[src/rtl/mbscore_ifetch_if.sv]
// Instruction bus between the fetch stage (master) and instruction memory (slave).
interface mbscore_ifetch_if #(
  parameter int unsigned ADDR_WIDTH = 32,
  parameter int unsigned DATA_WIDTH = 32
);
  logic                  ibus_req;
  logic [ADDR_WIDTH-1:0] ibus_addr;
  logic                  ibus_ack;
  logic [DATA_WIDTH-1:0] ibus_rdata;
  logic                  ibus_err;

  modport master (
    output ibus_req, ibus_addr,
    input  ibus_ack, ibus_rdata, ibus_err
  );

  modport slave (
    input  ibus_req, ibus_addr,
    output ibus_ack, ibus_rdata, ibus_err
  );
endinterface

[src/rtl/mbscore_ifetch.sv]
// MBS core instruction fetch: PC ownership, single outstanding ibus read,
// instruction register, and timeout / bus-error / misalignment detection.
module mbscore_ifetch #(
  parameter int unsigned DATA_WIDTH = 32,
  parameter int unsigned ADDR_WIDTH = 32,
  parameter logic [ADDR_WIDTH-1:0] RESET_PC = '0,
  parameter int unsigned TIMEOUT = 255
) (
  input  logic                  clk,
  input  logic                  rst_n,
  input  logic                  inst_re,
  input  logic                  stop,
  input  logic                  pc_load,
  input  logic [ADDR_WIDTH-1:0] pc_next,
  mbscore_ifetch_if.master      ibus,
  output logic [DATA_WIDTH-1:0] inst,
  output logic [ADDR_WIDTH-1:0] pc,
  output logic [ADDR_WIDTH-1:0] pc_plus4,
  output logic                  pause,
  output logic                  fetch_err,
  output logic [1:0]            err_code
);

  localparam int unsigned CNT_W = 8;
  localparam logic [CNT_W-1:0] CNT_LAST = CNT_W'(TIMEOUT - 1);

  localparam logic [1:0] ERR_NONE      = 2'd0;
  localparam logic [1:0] ERR_TIMEOUT   = 2'd1;
  localparam logic [1:0] ERR_BUS       = 2'd2;
  localparam logic [1:0] ERR_MISALIGN  = 2'd3;

  typedef enum logic [1:0] {
    ST_IDLE = 2'd0,
    ST_REQ  = 2'd1,
    ST_ERR  = 2'd2
  } state_e;

  state_e                state_q, state_d;
  logic [ADDR_WIDTH-1:0] addr_q, addr_d;
  logic [ADDR_WIDTH-1:0] pc_q, pc_d;
  logic [DATA_WIDTH-1:0] inst_q, inst_d;
  logic [CNT_W-1:0]      cnt_q, cnt_d;
  logic [1:0]            err_q, err_d;
  logic                  fetch_done;

  // State register
  always_ff @(posedge clk) begin
    if (!rst_n) begin
      state_q <= ST_IDLE;
      addr_q  <= RESET_PC;
      pc_q    <= RESET_PC;
      inst_q  <= '0;
      cnt_q   <= '0;
      err_q   <= ERR_NONE;
    end else begin
      state_q <= state_d;
      addr_q  <= addr_d;
      pc_q    <= pc_d;
      inst_q  <= inst_d;
      cnt_q   <= cnt_d;
      err_q   <= err_d;
    end
  end

  // Next-state logic; stop aborts everything except a PC redirect
  always_comb begin
    state_d    = state_q;
    addr_d     = addr_q;
    pc_d       = pc_q;
    inst_d     = inst_q;
    cnt_d      = cnt_q;
    err_d      = err_q;
    fetch_done = 1'b0;

    if (stop) begin
      state_d = ST_IDLE;
      cnt_d   = '0;
      err_d   = ERR_NONE;
    end else begin
      unique case (state_q)
        ST_IDLE: begin
          if (inst_re) begin
            if (pc_q[1:0] == 2'b00) begin
              state_d = ST_REQ;
              addr_d  = pc_q;
              cnt_d   = '0;
            end else begin
              state_d = ST_ERR;
              err_d   = ERR_MISALIGN;
            end
          end
        end
        ST_REQ: begin
          if (ibus.ibus_err) begin
            state_d = ST_ERR;
            err_d   = ERR_BUS;
          end else if (ibus.ibus_ack) begin
            state_d    = ST_IDLE;
            inst_d     = ibus.ibus_rdata;
            fetch_done = 1'b1;
          end else if (cnt_q == CNT_LAST) begin
            state_d = ST_ERR;
            err_d   = ERR_TIMEOUT;
          end else begin
            cnt_d = cnt_q + CNT_W'(1);
          end
        end
        ST_ERR: begin
          state_d = ST_ERR;
        end
        default: begin
          state_d = ST_IDLE;
        end
      endcase
    end

    // Redirect wins over the sequential advance
    if (pc_load) begin
      pc_d = pc_next;
    end else if (fetch_done) begin
      pc_d = addr_q + ADDR_WIDTH'(4);
    end
  end

  assign ibus.ibus_req  = (state_q == ST_REQ);
  assign ibus.ibus_addr = addr_q;
  assign inst           = inst_q;
  assign pc             = pc_q;
  assign pc_plus4       = pc_q + ADDR_WIDTH'(4);
  assign pause          = (state_q == ST_REQ) || (state_q == ST_ERR);
  assign fetch_err      = (state_q == ST_ERR);
  assign err_code       = err_q;

endmodule

[src/flat_wrapper.sv]
// flat-port wrapper written by rule: the top's interface ports become plain ports
module mbscore_ifetch_flat 
#(
  parameter int unsigned DATA_WIDTH = 32,
  parameter int unsigned ADDR_WIDTH = 32,
  parameter logic [ADDR_WIDTH-1:0] RESET_PC = '0,
  parameter int unsigned TIMEOUT = 255
)
  (clk, rst_n, inst_re, stop, pc_load, pc_next, inst, pc, pc_plus4, pause, fetch_err, err_code, ibus_ibus_req, ibus_ibus_addr, ibus_ibus_ack, ibus_ibus_rdata, ibus_ibus_err);
  mbscore_ifetch_if #(.ADDR_WIDTH(ADDR_WIDTH), .DATA_WIDTH(DATA_WIDTH)) ibus_i ();
  input  logic clk;
  input  logic rst_n;
  input  logic inst_re;
  input  logic stop;
  input  logic pc_load;
  input  logic [ADDR_WIDTH-1:0] pc_next;
  output logic [DATA_WIDTH-1:0] inst;
  output logic [ADDR_WIDTH-1:0] pc;
  output logic [ADDR_WIDTH-1:0] pc_plus4;
  output logic pause;
  output logic fetch_err;
  output logic [1:0] err_code;
  output wire logic [$bits(ibus_i.ibus_req)-1:0] ibus_ibus_req;
  output wire logic [$bits(ibus_i.ibus_addr)-1:0] ibus_ibus_addr;
  input wire logic [$bits(ibus_i.ibus_ack)-1:0] ibus_ibus_ack;
  input wire logic [$bits(ibus_i.ibus_rdata)-1:0] ibus_ibus_rdata;
  input wire logic [$bits(ibus_i.ibus_err)-1:0] ibus_ibus_err;
  assign ibus_ibus_req = ibus_i.ibus_req;
  assign ibus_ibus_addr = ibus_i.ibus_addr;
  assign ibus_i.ibus_ack = ibus_ibus_ack;
  assign ibus_i.ibus_rdata = ibus_ibus_rdata;
  assign ibus_i.ibus_err = ibus_ibus_err;
  mbscore_ifetch #(.DATA_WIDTH(DATA_WIDTH), .ADDR_WIDTH(ADDR_WIDTH), .RESET_PC(RESET_PC), .TIMEOUT(TIMEOUT)) u_core (.clk(clk), .rst_n(rst_n), .inst_re(inst_re), .stop(stop), .pc_load(pc_load), .pc_next(pc_next), .ibus(ibus_i), .inst(inst), .pc(pc), .pc_plus4(pc_plus4), .pause(pause), .fetch_err(fetch_err), .err_code(err_code));
endmodule
[config.mk]
export PLATFORM = sky130hd
export DESIGN_NAME = mbscore_ifetch_flat
export DESIGN_NICKNAME = d
export VERILOG_FILES = /design/src/rtl/mbscore_ifetch_if.sv /design/src/rtl/mbscore_ifetch.sv /design/src/flat_wrapper.sv
export SDC_FILE = /design/constraint.sdc
export NUM_CORES = 1
export LEC_CHECK = 0
export BUFFER_PORTS_ARGS = -buffer_cell sky130_fd_sc_hd__buf_4
export CELL_PAD_IN_SITES_DETAIL_PLACEMENT = 0
export CELL_PAD_IN_SITES_GLOBAL_PLACEMENT = 2
export CORE_MARGIN = 2
export CORE_UTILIZATION = 25
export DETAILED_ROUTE_END_ITERATION = 10
export GPL_TIMING_DRIVEN = 0
export PLACE_DENSITY_LB_ADDON = 0.1
export SLEW_MARGIN = 20
export SYNTH_ARGS = -nofsm -noshare
export SYNTH_HDL_FRONTEND = slang
export SYNTH_SLANG_ARGS = --single-unit
[constraint.sdc]
create_clock -name clk -period 3.6 [get_ports clk]
set_input_delay 0.72 -clock clk [delete_from_list [all_inputs] [get_ports clk]]
set_output_delay 0.72 -clock clk [all_outputs]
set_load 0.01 [all_outputs]
==> impl_summary.log <==
INFO  metric status = finished clean
INFO  metric yosys.area_share.adder = 0.0178
INFO  metric vdd_ir_drop_max = 0.000195 V
INFO  metric worst-path-max-fanout = 8
INFO  metric synth_edf_count = 0
INFO  metric clk-insertion-delay-late = around 0.36 ns
INFO  metric min_path_type = flop to flop
INFO  metric rsz0062_at_grt = no
INFO  metric synth-seq-area-share = 0.385
INFO  metric synth_area_per_cell = roughly 7.9 sq um
INFO  metric final-setup-viol-count = 0
INFO  metric muxShareOfSynthArea = 0.00535
INFO  metric hold_violations = 0
INFO  metric synth_top_cells_by_count = 207 x sky130_fd_sc_hd__nand2_1, 108 x sky130_fd_sc_hd__dfxtp_1, 64 x sky130_fd_sc_hd__a21boi_1, 38 x sky130_fd_sc_hd__xor2_1
INFO  metric maxCapViolations = 0
INFO  metric startpoint_type = flop
INFO  metric yosys-top-cells-area = sky130_fd_sc_hd__dfxtp_1 38%, sky130_fd_sc_hd__nand2_1 14%, sky130_fd_sc_hd__a21boi_1 8.6%
INFO  metric final.min_clock_period = 3.40 ns
INFO  metric yosysMostFrequentCell = sky130_fd_sc_hd__nand2_1
INFO  metric worst_setup_hold_path_clk_slew = roughly 0.07 ns
INFO  metric fmax = between 0.2 and 0.3 GHz
INFO  metric drt_drc_violations_left = 0
INFO  metric number_of_buffer_cells_added_on_primary_ports = 203
INFO  metric placement_rows = 54
INFO  metric post_cts.repair.setup_buffers = 0
INFO  metric routed_wl = 21.4 mm
INFO  metric top_level_ports = 204
INFO  metric total_track_usage = 0.181
INFO  metric critPathKind = flop to output port
INFO  metric worst_path_largest_cell_delay = 0.59 ns
INFO  metric yosys_warnings = 0
INFO  metric timing.critical_path.arrival = about 2.7 ns
INFO  metric drive_gt1_frac = 0.262
INFO  metric crit_path_cell_trace = ha_1 > and3_1 > and3_1 > nand2b_1 > nor3_1 > xor2_1 > buf_4
INFO  metric ctsHtreeMaxLevel = 3
INFO  metric post_drt_wl_per_cell = 17.6 um
INFO  metric cp_common_cell = sky130_fd_sc_hd__and3_1
INFO  metric antenna_found_initial = 0
INFO  metric synth_seq_cells = 108
INFO  metric grt_pass1_wl = approximately 33 mm
INFO  metric report.final.slew_viol_count = 0
INFO  metric element_type_at_the_critical_path_end = output port
INFO  metric tritoncts = done
INFO  metric tritoncts.num_buffers = 9
INFO  metric postSynth.topFlopCell = sky130_fd_sc_hd__dfxtp_1
INFO  metric dr.first_iter.drc_count = 286
INFO  metric ys_async_sr_fraction = 0
INFO  metric core_area = 0.0220 sq mm
INFO  metric timing.slew.headroom = 0.539
INFO  metric timing.clock.skew = ~0.0095 ns
INFO  metric clk_root_buffer_cell = sky130_fd_sc_hd__clkbuf_16
INFO  metric synth_simple_gate_area_share = 0.292
INFO  metric cts_resized = 0
INFO  metric dieHeight = 154 um
INFO  metric synth_compound_gate_area_share = 0.166
INFO  metric cts_sinks = roughly 110
INFO  metric synth-xor-area-share = 0.0951
INFO  metric totalNegativeSetupSlack = 0 ns
INFO  metric timing.critical_path.slowest_stage_cell = sky130_fd_sc_hd__dfxtp_1
INFO  metric synth_nets = 793
INFO  metric dr_total_vias = 5652
INFO  metric pin_count_of_the_biggest_net_entering_global_routing = 17
INFO  metric cts_max_path_buffers = 2
INFO  metric vias_per_cell = 4.66
INFO  metric timing.final.crit_share = 0.945
INFO  metric grt.overflow.total = 0
INFO  metric gp_congestion = 0.821
INFO  metric post-synth-top-area-cell = sky130_fd_sc_hd__dfxtp_1
INFO  metric numPlacedInstances = 1197
INFO  metric critPathTopFamily = simple AND/OR/NAND/NOR gates
INFO  metric initial_core_util = 0.256
INFO  metric cp.buffers_inverters = 1
INFO  metric grt_pass1_vias = 5671
INFO  metric area.growth.synth_to_final = 39.1%
INFO  metric hpwl = 16.3 mm
INFO  metric post_synth_inst_count = roughly 710
INFO  metric total_leakage_power = 0.00323 uW
INFO  metric power.density = 353 mW/mm^2
INFO  metric cts-hold-fix-buffers = 0
INFO  metric synth_top_family_by_area = simple AND/OR/NAND/NOR gates
INFO  metric slew_at_the_pin_closest_to_its_max_slew_limit = 0.691 ns
INFO  metric worst_ep_required = 2.88 ns
INFO  metric nets = slightly above 1000
INFO  metric drt_antenna_net_count = 0
INFO  metric yosys.area.top_type_share = 0.385
INFO  metric fin_hold_ws = 0.457 ns
INFO  metric yosysUniqueCellTypes = between 50 and 60
INFO  metric drt_pre_antenna_iters = 5
INFO  metric die_w = 154 um
INFO  metric fp.dieArea = approximately 0.024 sq mm
INFO  metric cell_area_after_synthesis = 0.00562 sq mm
INFO  metric final_non_filler_cell_total = 1214
layout by cell type (no fill, tap or decap), types with 12 or more instances in the layout:
cell,n
sky130_fd_sc_hd__nand2_1,207
sky130_fd_sc_hd__buf_4,207
sky130_fd_sc_hd__dfxtp_1,108
sky130_fd_sc_hd__a21boi_1,64
sky130_fd_sc_hd__xor2_1,38
sky130_fd_sc_hd__clkbuf_1,31
sky130_fd_sc_hd__nor2_1,29
sky130_fd_sc_hd__o21ai_1,29
sky130_fd_sc_hd__xnor2_1,23
sky130_fd_sc_hd__nand4_1,20
sky130_fd_sc_hd__nand3_1,20
sky130_fd_sc_hd__o21ai_0,14
sky130_fd_sc_hd__and3_1,13
sky130_fd_sc_hd__a21oi_1,12
cell type report:
type | count | area [sq um]
fill | 2346 | 14100
buffer | 42 | 181
multi-input combinational | 554 | 3240
antenna | 1 | 2.50
inverter | 10 | 37.5
sequential | 108 | 2160
clock buffer | 12 | 246
clock inverter | 4 | 72.6
tap | 280 | 350
timing repair buffer | 203 | 1520
layer usage:
layer / GRT usage / up-vias / wire [um]
li1: - / 2840 / -
met2: 0.305 / 152 / 10400
met3: 0.0493 / 18 / 1320
met5: 0 / - / 0
met1: 0.227 / 2642 / 9410
met4: 0.0516 / 0 / 338
path summary, 6_finish.rpt:
check,start,slack (ns),depth (start not counted),to
max,u_core.pc[3],0.20,7,pc_plus4[28]
min,u_core.inst[11],0.46,2,u_core.inst[11]
max reg2reg,u_core.state_q[1],1.38,9,u_core.inst[3]
min reg2reg,u_core.inst[11],0.46,2,u_core.inst[11]
where the power goes:
part | internal (uW) | switching (uW)
Clock | 629 | 467
Combinational | 189 | 186
Sequential | 1230 | 57.8
flip-flops by register name (all words and copies together) (netlist names):
name                   cells
u_core.cnt_q               8
u_core.err_code            2
u_core.ibus.ibus_addr     32
u_core.inst               32
u_core.pc                 32
u_core.state_q             2
worst register-to-register path: cells and delay by family (launching register included):
| family | cells | cell delay, ns |
|---|---|---|
| fa+ha+maj | 1 | 0.20 |
| simple gates | 2 | 0.42 |
| flops | 1 | 0.35 |
| buf+inv | 5 | 1.07 |
| compound gates | 1 | 0.11 |
kinds of logic (layout without fill, tap and decap cells):
group                    count (synthesis)  in the layout
XOR/XNOR                                61             61
AO/OA/AOI/OAI                          139            139
AND/OR/NAND/NOR                        343            343
adder cells (fa/ha/maj)                  8              8
buffers and inverters                   52            271
flip-flops                             108            108
other                                    0              1
multiplexers                             3              3
through the flow:
step	power (uW)	cell area [sq um]	setup slack, ns	util
after floorplan	1470	5620	1.23	-
after global placement	1690	7490	0.579	0.341
after detailed placement	1690	7490	0.546	0.341
after CTS	2800	7810	0.165	0.356
after global routing	2880	7810	0.0826	0.356
final	2760	7810	0.198	0.356
(Power assumes the default switching activity.)
